[config.mk]
export PLATFORM = sky130hd
export DESIGN_NAME = pipe_stage_reg
export DESIGN_NICKNAME = d
export VERILOG_FILES = /design/src/rtl/pipe_pkg.sv /design/src/rtl/pipe_stage_reg.sv
export SDC_FILE = /design/constraint.sdc
export NUM_CORES = 1
export LEC_CHECK = 0
export ABC_AREA = 1
export ABC_CLOCK_PERIOD_IN_PS = 2300
export CAP_MARGIN = 5
export CORE_MARGIN = 2
export CORE_UTILIZATION = 54
export CTS_BUF_LIST = sky130_fd_sc_hd__clkbuf_16
export CTS_CLUSTER_SIZE = 24
export DETAILED_ROUTE_END_ITERATION = 10
export MAX_ROUTING_LAYER = met4
export PLACE_DENSITY = 0.86
export SYNTH_ARGS = -nofsm -noshare
export SYNTH_HDL_FRONTEND = slang
export SYNTH_SLANG_ARGS = --single-unit
export TNS_END_PERCENT = 20
[constraint.sdc]
create_clock -name clk -period 2.3 [get_ports clk]
set_input_delay 0.345 -clock clk [delete_from_list [all_inputs] [get_ports clk]]
set_output_delay 0.345 -clock clk [all_outputs]
set_load 0.005 [all_outputs]
[src/rtl/pipe_pkg.sv]
// Shared types and default widths for the inter-stage pipeline registers.
package pipe_pkg;

    // Occupancy of a skid-buffered stage: nothing, main register only, main + skid entry.
    typedef enum logic [1:0] {
        ST_EMPTY,
        ST_FULL,
        ST_SKID
    } stage_state_e;

    // EX/MEM word as packed by the caller; MSB first.
    typedef struct packed {
        logic        mem_to_reg;
        logic        reg_write;
        logic [4:0]  rd;
        logic        mem_read;
        logic        mem_write;
        logic [2:0]  funct3;
        logic [31:0] rs2_data;
        logic [31:0] alu_result;
    } ex_mem_t;

    localparam int unsigned DATA_W_DEFAULT = $bits(ex_mem_t);
    localparam int unsigned SKID_DEFAULT   = 1;
    localparam int unsigned CNT_W_DEFAULT  = 16;

endpackage

[src/rtl/pipe_stage_reg.sv]
// Inter-stage pipeline register with valid/ready handshake, flush, optional
// 2-entry skid buffer and a saturating stall-cycle counter. The payload is opaque.
module pipe_stage_reg
    import pipe_pkg::*;
#(
    parameter int unsigned DATA_W = DATA_W_DEFAULT,
    parameter int unsigned SKID   = SKID_DEFAULT,
    parameter int unsigned CNT_W  = CNT_W_DEFAULT
) (
    input  logic              clk,
    input  logic              reset,
    input  logic              in_valid,
    output logic              in_ready,
    input  logic [DATA_W-1:0] in_data,
    output logic              out_valid,
    input  logic              out_ready,
    output logic [DATA_W-1:0] out_data,
    input  logic              flush,
    output logic [CNT_W-1:0]  stall_cnt
);

    logic             up_xfer;
    logic             dn_xfer;
    logic [CNT_W-1:0] stall_cnt_q;

    assign up_xfer = in_valid & in_ready;
    assign dn_xfer = out_valid & out_ready;

    generate
        if (SKID != 0) begin : g_skid
            stage_state_e      state_q;
            logic [DATA_W-1:0] m_q;
            logic [DATA_W-1:0] s_q;
            logic              rdy_q;

            // Occupancy FSM; rdy_q mirrors "skid entry not full" one cycle ahead so
            // in_ready never depends on out_ready.
            always_ff @(posedge clk) begin
                if (reset || flush) begin
                    // Both leave an all-zero bubble; a word accepted now is dropped.
                    state_q <= ST_EMPTY;
                    m_q     <= '0;
                    s_q     <= '0;
                    rdy_q   <= 1'b1;
                end else begin
                    unique case (state_q)
                        ST_EMPTY: begin
                            if (up_xfer) begin
                                m_q     <= in_data;
                                state_q <= ST_FULL;
                            end
                        end
                        ST_FULL: begin
                            if (up_xfer && dn_xfer) begin
                                m_q <= in_data;
                            end else if (up_xfer) begin
                                s_q     <= in_data;
                                state_q <= ST_SKID;
                                rdy_q   <= 1'b0;
                            end else if (dn_xfer) begin
                                state_q <= ST_EMPTY;
                            end
                        end
                        ST_SKID: begin
                            if (dn_xfer) begin
                                m_q     <= s_q;
                                state_q <= ST_FULL;
                                rdy_q   <= 1'b1;
                            end
                        end
                        default: begin
                            state_q <= ST_EMPTY;
                            rdy_q   <= 1'b1;
                        end
                    endcase
                end
            end

            assign out_valid = (state_q != ST_EMPTY);
            assign out_data  = m_q;
            assign in_ready  = rdy_q & ~reset;
        end else begin : g_noskid
            logic              valid_q;
            logic [DATA_W-1:0] m_q;

            // Single register: refill in the same cycle the old word drains.
            always_ff @(posedge clk) begin
                if (reset || flush) begin
                    valid_q <= 1'b0;
                    m_q     <= '0;
                end else if (up_xfer) begin
                    valid_q <= 1'b1;
                    m_q     <= in_data;
                end else if (dn_xfer) begin
                    valid_q <= 1'b0;
                end
            end

            assign out_valid = valid_q;
            assign out_data  = m_q;
            assign in_ready  = ~reset & (~valid_q | out_ready);
        end
    endgenerate

    // Saturating count of stalled cycles; flush does not clear it.
    always_ff @(posedge clk) begin
        if (reset) begin
            stall_cnt_q <= '0;
        end else if (out_valid && !out_ready && (stall_cnt_q != '1)) begin
            stall_cnt_q <= stall_cnt_q + 1'b1;
        end
    end

    assign stall_cnt = stall_cnt_q;

endmodule

Word level (Yosys, flattened, before mapping)
Index checks and enable logic that the tools add are counted.
{"block": "word_totals", "reg_bits": 171, "word_cells": 47, "inputBits": 81, "out_inout_bits": 94}
{"block": "op_classes", "eq_ne": 9, "bitwise_logic": 6, "mux": 14, "n_reduce_logical": 12, "add_sub_neg": 1}
{"op": "$mux W76", "count": 3}
{"op": "$pmux W76 S3", "count": 1}
{"op": "$add A16 B1 Y16 const B", "count": 1}
{"op": "$ne A16 B16 Y1 const B", "count": 1}
{"op": "$reduce_and A4 Y1", "count": 3}
{"op": "$mux W2", "count": 5}
{"op": "$ne A2 B2 Y1 const B", "count": 5}
{"op": "$pmux W2 S3", "count": 1}
{"op": "$and A1 B1 Y1", "count": 3}
{"op": "$logic_and A1 B1 Y1", "count": 3}
{"op": "$mux W1", "count": 3}
{"op": "$ne A3 B3 Y1 const B", "count": 1}
{"op": "$not A1 Y1", "count": 3}
{"op": "$pmux W1 S3", "count": 1}
{"op": "$reduce_and A3 Y1", "count": 1}
{"op": "$reduce_bool A3 Y1", "count": 1}
{"op": "$eq A2 B1 Y1 const B", "count": 1}
{"op": "$eq A2 B2 Y1 const B", "count": 1}
{"op": "$logic_not A2 Y1", "count": 1}
{"op": "$reduce_bool A2 Y1", "count": 1}
{"op": "$logic_not A1 Y1", "count": 1}
{"op": "$logic_or A1 B1 Y1", "count": 1}

Longest topological paths before layout
{"block": "depth", "depth_word": 6, "mapped_depth": 10, "mapped_depth_nobuf": 9}

Least setup slack after synthesis
No wires, ideal clock.
{"block": "synth_path", "path_kind": "register -> register", "startpoint": "register stall_cnt_q[0], in the netlist stall_cnt[0]", "endpoint": "register stall_cnt_q[11], in the netlist stall_cnt[11]", "setup_slack_ps": 745, "setup_time_ps": 132, "required_ps": 2168, "stages_incl_launch_ff": 10, "n_path_buf": 1, "arrival_ps": 1423, "synth_period_minus_slack_ps": 1555, "cell_sequence": "dfxtp_1 > ha_1 > nand2_1 > nor2_1 > nand2_1 > nor2_1 > nor2_4 > buf_2 > nand2_1 > a21oi_1"}
{"block": "synth_via", "elab_chain_len": 2, "word_cells_on_any_way": 3, "classes_between": "add/sub: 1; eq/ne: 1; reduce/logical: 1"}
{"item": "start, declared", "line": "pipe_stage_reg.sv:24", "source": "logic [CNT_W-1:0] stall_cnt_q;"}
{"item": "start signal, assigned", "line": "pipe_stage_reg.sv:110", "source": "stall_cnt_q <= stall_cnt_q + 1'b1;"}
{"item": "branches (longest 2 deep; another with $add A16 B1 Y16)"}
Several ways; the timed one is not identified.
A chain may end at the register's enable or synchronous reset.

Final worst setup path
{"block": "layout_path", "startpoint": "register g_skid.state_q[1]", "endpoint": "output port out_valid"}
{"block": "layout_via", "elab_chain_len": 1}
{"item": "start, declared", "line": "pipe_stage_reg.sv:31", "source": "stage_state_e state_q;"}
{"item": "start signal, assigned", "line": "pipe_stage_reg.sv:41", "source": "state_q <= ST_EMPTY;"}
{"item": "start signal, assigned", "line": "pipe_stage_reg.sv:50", "source": "state_q <= ST_FULL;"}
{"item": "start signal, assigned", "line": "pipe_stage_reg.sv:58", "source": "state_q <= ST_SKID;"}
{"item": "$reduce_bool A2 Y1", "line": "pipe_stage_reg.sv:79", "source": "assign out_valid = (state_q != ST_EMPTY);"}
{"item": "end, declared", "line": "pipe_stage_reg.sv:15", "source": "output logic out_valid,"}
No other way between the ends.

==> impl_metrics.env <==
export IMPL_outcome="finished clean"
export IMPL_kind_of_path_behind_the_tightest_hold_check="reg2reg"
export IMPL_layout_worst_path_cycle_share_pct=92.1
export IMPL_grt_start_max_net_pins=90
export IMPL_fin_ws_ns=0.182
export IMPL_tritoncts_num_sinks=171
export IMPL_synth_sequential_area_ratio_pct=47.1
export IMPL_worstPathMaxFanout=11
export IMPL_syn_mean_instance_area_um2=7.00
export IMPL_design_area_um2=9740
export IMPL_wire_length_of_the_first_global_routing_pass_um=30600
export IMPL_mostFrequentLayoutCells="385 x nand2_1, 174 x clkdlybuf4s50_1, 171 x dfxtp_1, 124 x a21oi_1, 71 x nor2_1"
export IMPL_edff_count_synth=0
export IMPL_globalRoute_totalOverflow=0
export IMPL_initial_core_utilization_pct=55.1
export IMPL_htree_num_levels=4
export IMPL_std_cell_rows=42
export IMPL_ffs_latches_synth=171
export IMPL_setup_worst_path_class="reg2out"
export IMPL_drv_slew=0
export IMPL_postSynth_asyncResetShare_pct=0
export IMPL_antennaDiodeCount=0
export IMPL_slowest_cell_on_crit_path="dfxtp_1"
export IMPL_globalplace_congestion=0.836
export IMPL_ys_dominant_reg_cell="dfxtp_1"
export IMPL_cts_setup_buffers=0
export IMPL_cts_hold_fix_buffers=0
export IMPL_vias_per_cell=5.24
export IMPL_clock_latency_ns=0.42
export IMPL_wirelength_um=18700
export IMPL_number_of_antenna_violations_at_the_first_check_in_global_routing=0
export IMPL_cts_resized=0
export IMPL_vdd_drop_max_mv=0.566
export IMPL_syn_instance_count=1037
export IMPL_yosys_warnings=0
export IMPL_grt_setup_unrepaired="no"
export IMPL_drt_wirelength_per_cell_um=13.7
export IMPL_power_per_cell_area_nw_per_um2=644
export IMPL_dpl_cell_area_um2=9190
export IMPL_maxClockFrequency_mhz=472
export IMPL_max_slew_worst_pin_slew_ns=0.776
export IMPL_finish_net_count=1262
export IMPL_dp_slack_ns=0.252
export IMPL_number_of_global_route_vias_before_repair=6464
export IMPL_syn_area_um2=7260
export IMPL_core_region_area_um2=13200
export IMPL_wp_data_arrival_ns=1.77
export IMPL_ctsRootBufferMaster="clkbuf_16"
export IMPL_ioPinCount=175
export IMPL_worstPathRequired_ns=1.96
export IMPL_die_area_um2=14400
export IMPL_port_buffer_count=174
export IMPL_area_growth_pct=34.2
export IMPL_drc=0
export IMPL_clk_path_buf_depth=2
export IMPL_clk_transition_reported_paths_ns=0.06
export IMPL_finClkSkew_ns=0.00737
export IMPL_tritoncts="built"
export IMPL_setup_viol_count_final=0
export IMPL_hold_ws_ns=0.450
export IMPL_floorplan_die_height_um=120
export IMPL_numCtsBuffers=17
export IMPL_synthesis_nets=1119
export IMPL_drt_pre_antenna_iters=5
export IMPL_yosys_cell_types_count=24
export IMPL_hold_viol_final=0
export IMPL_worstSetupStartpointType="flop"
export IMPL_track_usage_pct=26.9
export IMPL_setup_total_negative_slack_ns=0
export IMPL_timing_critical_path_cells="nor2_2 > inv_1 > clkdlybuf4s50_1"
export IMPL_power_uw=6280
export IMPL_critPathBufInv=2
export IMPL_drtAntennaViolNets=0
export IMPL_cpLargestDelayFamily="buffers and inverters"
export IMPL_cap_violations=0
export IMPL_critical_path_max_stage_delay_ns=0.61
export IMPL_layout_cells_most_common="nand2_1"
export IMPL_total_leakage_power_uw=0.00358
export IMPL_end_kind="output pin"
export IMPL_regToRegSetupSlack_ns=0.45
export IMPL_die_w_um=120
export IMPL_detailedPlacementHpwl_um=11900
export IMPL_finalWorstPathRequiredPeriod_ns=2.12
export IMPL_drive_gt1_share_pct=4.95
export IMPL_drt_first_iter_violations=723
export IMPL_vias=7172
export IMPL_timing_max_slew_rel_slack_pct=48.3
-- per-stage QoR --
stage | utilization, % | cells
2_1_floorplan | - | 1037
3_3_place_gp | 69.6 | 1337
3_5_place_dp | 69.6 | 1337
4_1_cts | 73.9 | 1369
5_1_grt | 73.9 | 1369
6_report | 73.9 | 1369
-- path summary, 6_finish.rpt --
| path | start | endpoint | cells after the start |
|---|---|---|---|
| max | g_skid.state_q[1] | out_valid | 3 |
| max reg2reg | stall_cnt[0] | stall_cnt[9] | 7 |
| min | g_skid.rdy_q | g_skid.rdy_q | 2 |
| min reg2reg | g_skid.rdy_q | g_skid.rdy_q | 2 |
-- report_power, final --
| group | internal [µW] | switching (µW) |
|---|---|---|
| Clock | 1580 | 1170 |
| Combinational | 268 | 250 |
| Sequential | 3000 | 20.0 |
| Total | 4840 | 1440 |
-- worst reg2reg max path, delay by kind of cell (launching register included) --
family	cells	cell delay, ns
and+or+nand+nor	4	0.48
DFF	1	0.46
AOI/OAI and AO/OA	2	0.58
adders and majority gates	1	0.25
-- Yosys cell counts, types with 2 or more instances --
library cell,instances,area share [%]
inv_2,2,0.10
nand4_1,6,0.52
a211oi_1,43,4.4
dfxtp_1,171,47
nor2_4,2,0.31
nand3_1,45,3.1
o21ai_0,43,3.0
xor2_1,4,0.48
a21oi_1,124,8.5
buf_4,9,0.93
inv_1,59,3.0
buf_2,31,2.1
nor2_1,71,3.7
xnor2_1,2,0.24
nand2_1,387,20
clkbuf_1,30,1.6
-- cell families (layout without fill, tap and decap cells) --
group	Yosys count	in the layout	synth area share, %
buffers and inverters	132	288	7.82
XOR/XNOR	6	6	0.724
AND/OR/NAND/NOR	515	515	28.0
adder cells (fa/ha/maj)	1	1	0.172
flip-flops	171	171	47.1
AO/OA/AOI/OAI	212	212	16.2
-- area by class of cell --
type,instances,area (µm²)
fillers,1011,3450
flip-flops and latches,171,3420
multi-input cells,734,3290
repair buffers,195,2020
clock buffers,17,425
inverters,61,229
well taps,176,220
clock inverters,15,133
-- per-layer routing --
metal / track usage [%] / wire length [µm]
met1: 33.8 / 8220
met3: 5.75 / 1110
met5: - / 0
met2: 42.7 / 8980
met4: 9.85 / 401
-- flip-flops by register name (all words and copies together) (netlist names) --
signal,count
g_skid.rdy_q,1
g_skid.s_q,76
g_skid.state_q,2
out_data,76
stall_cnt,16
Note: power is estimated with default switching activity, not from simulation.
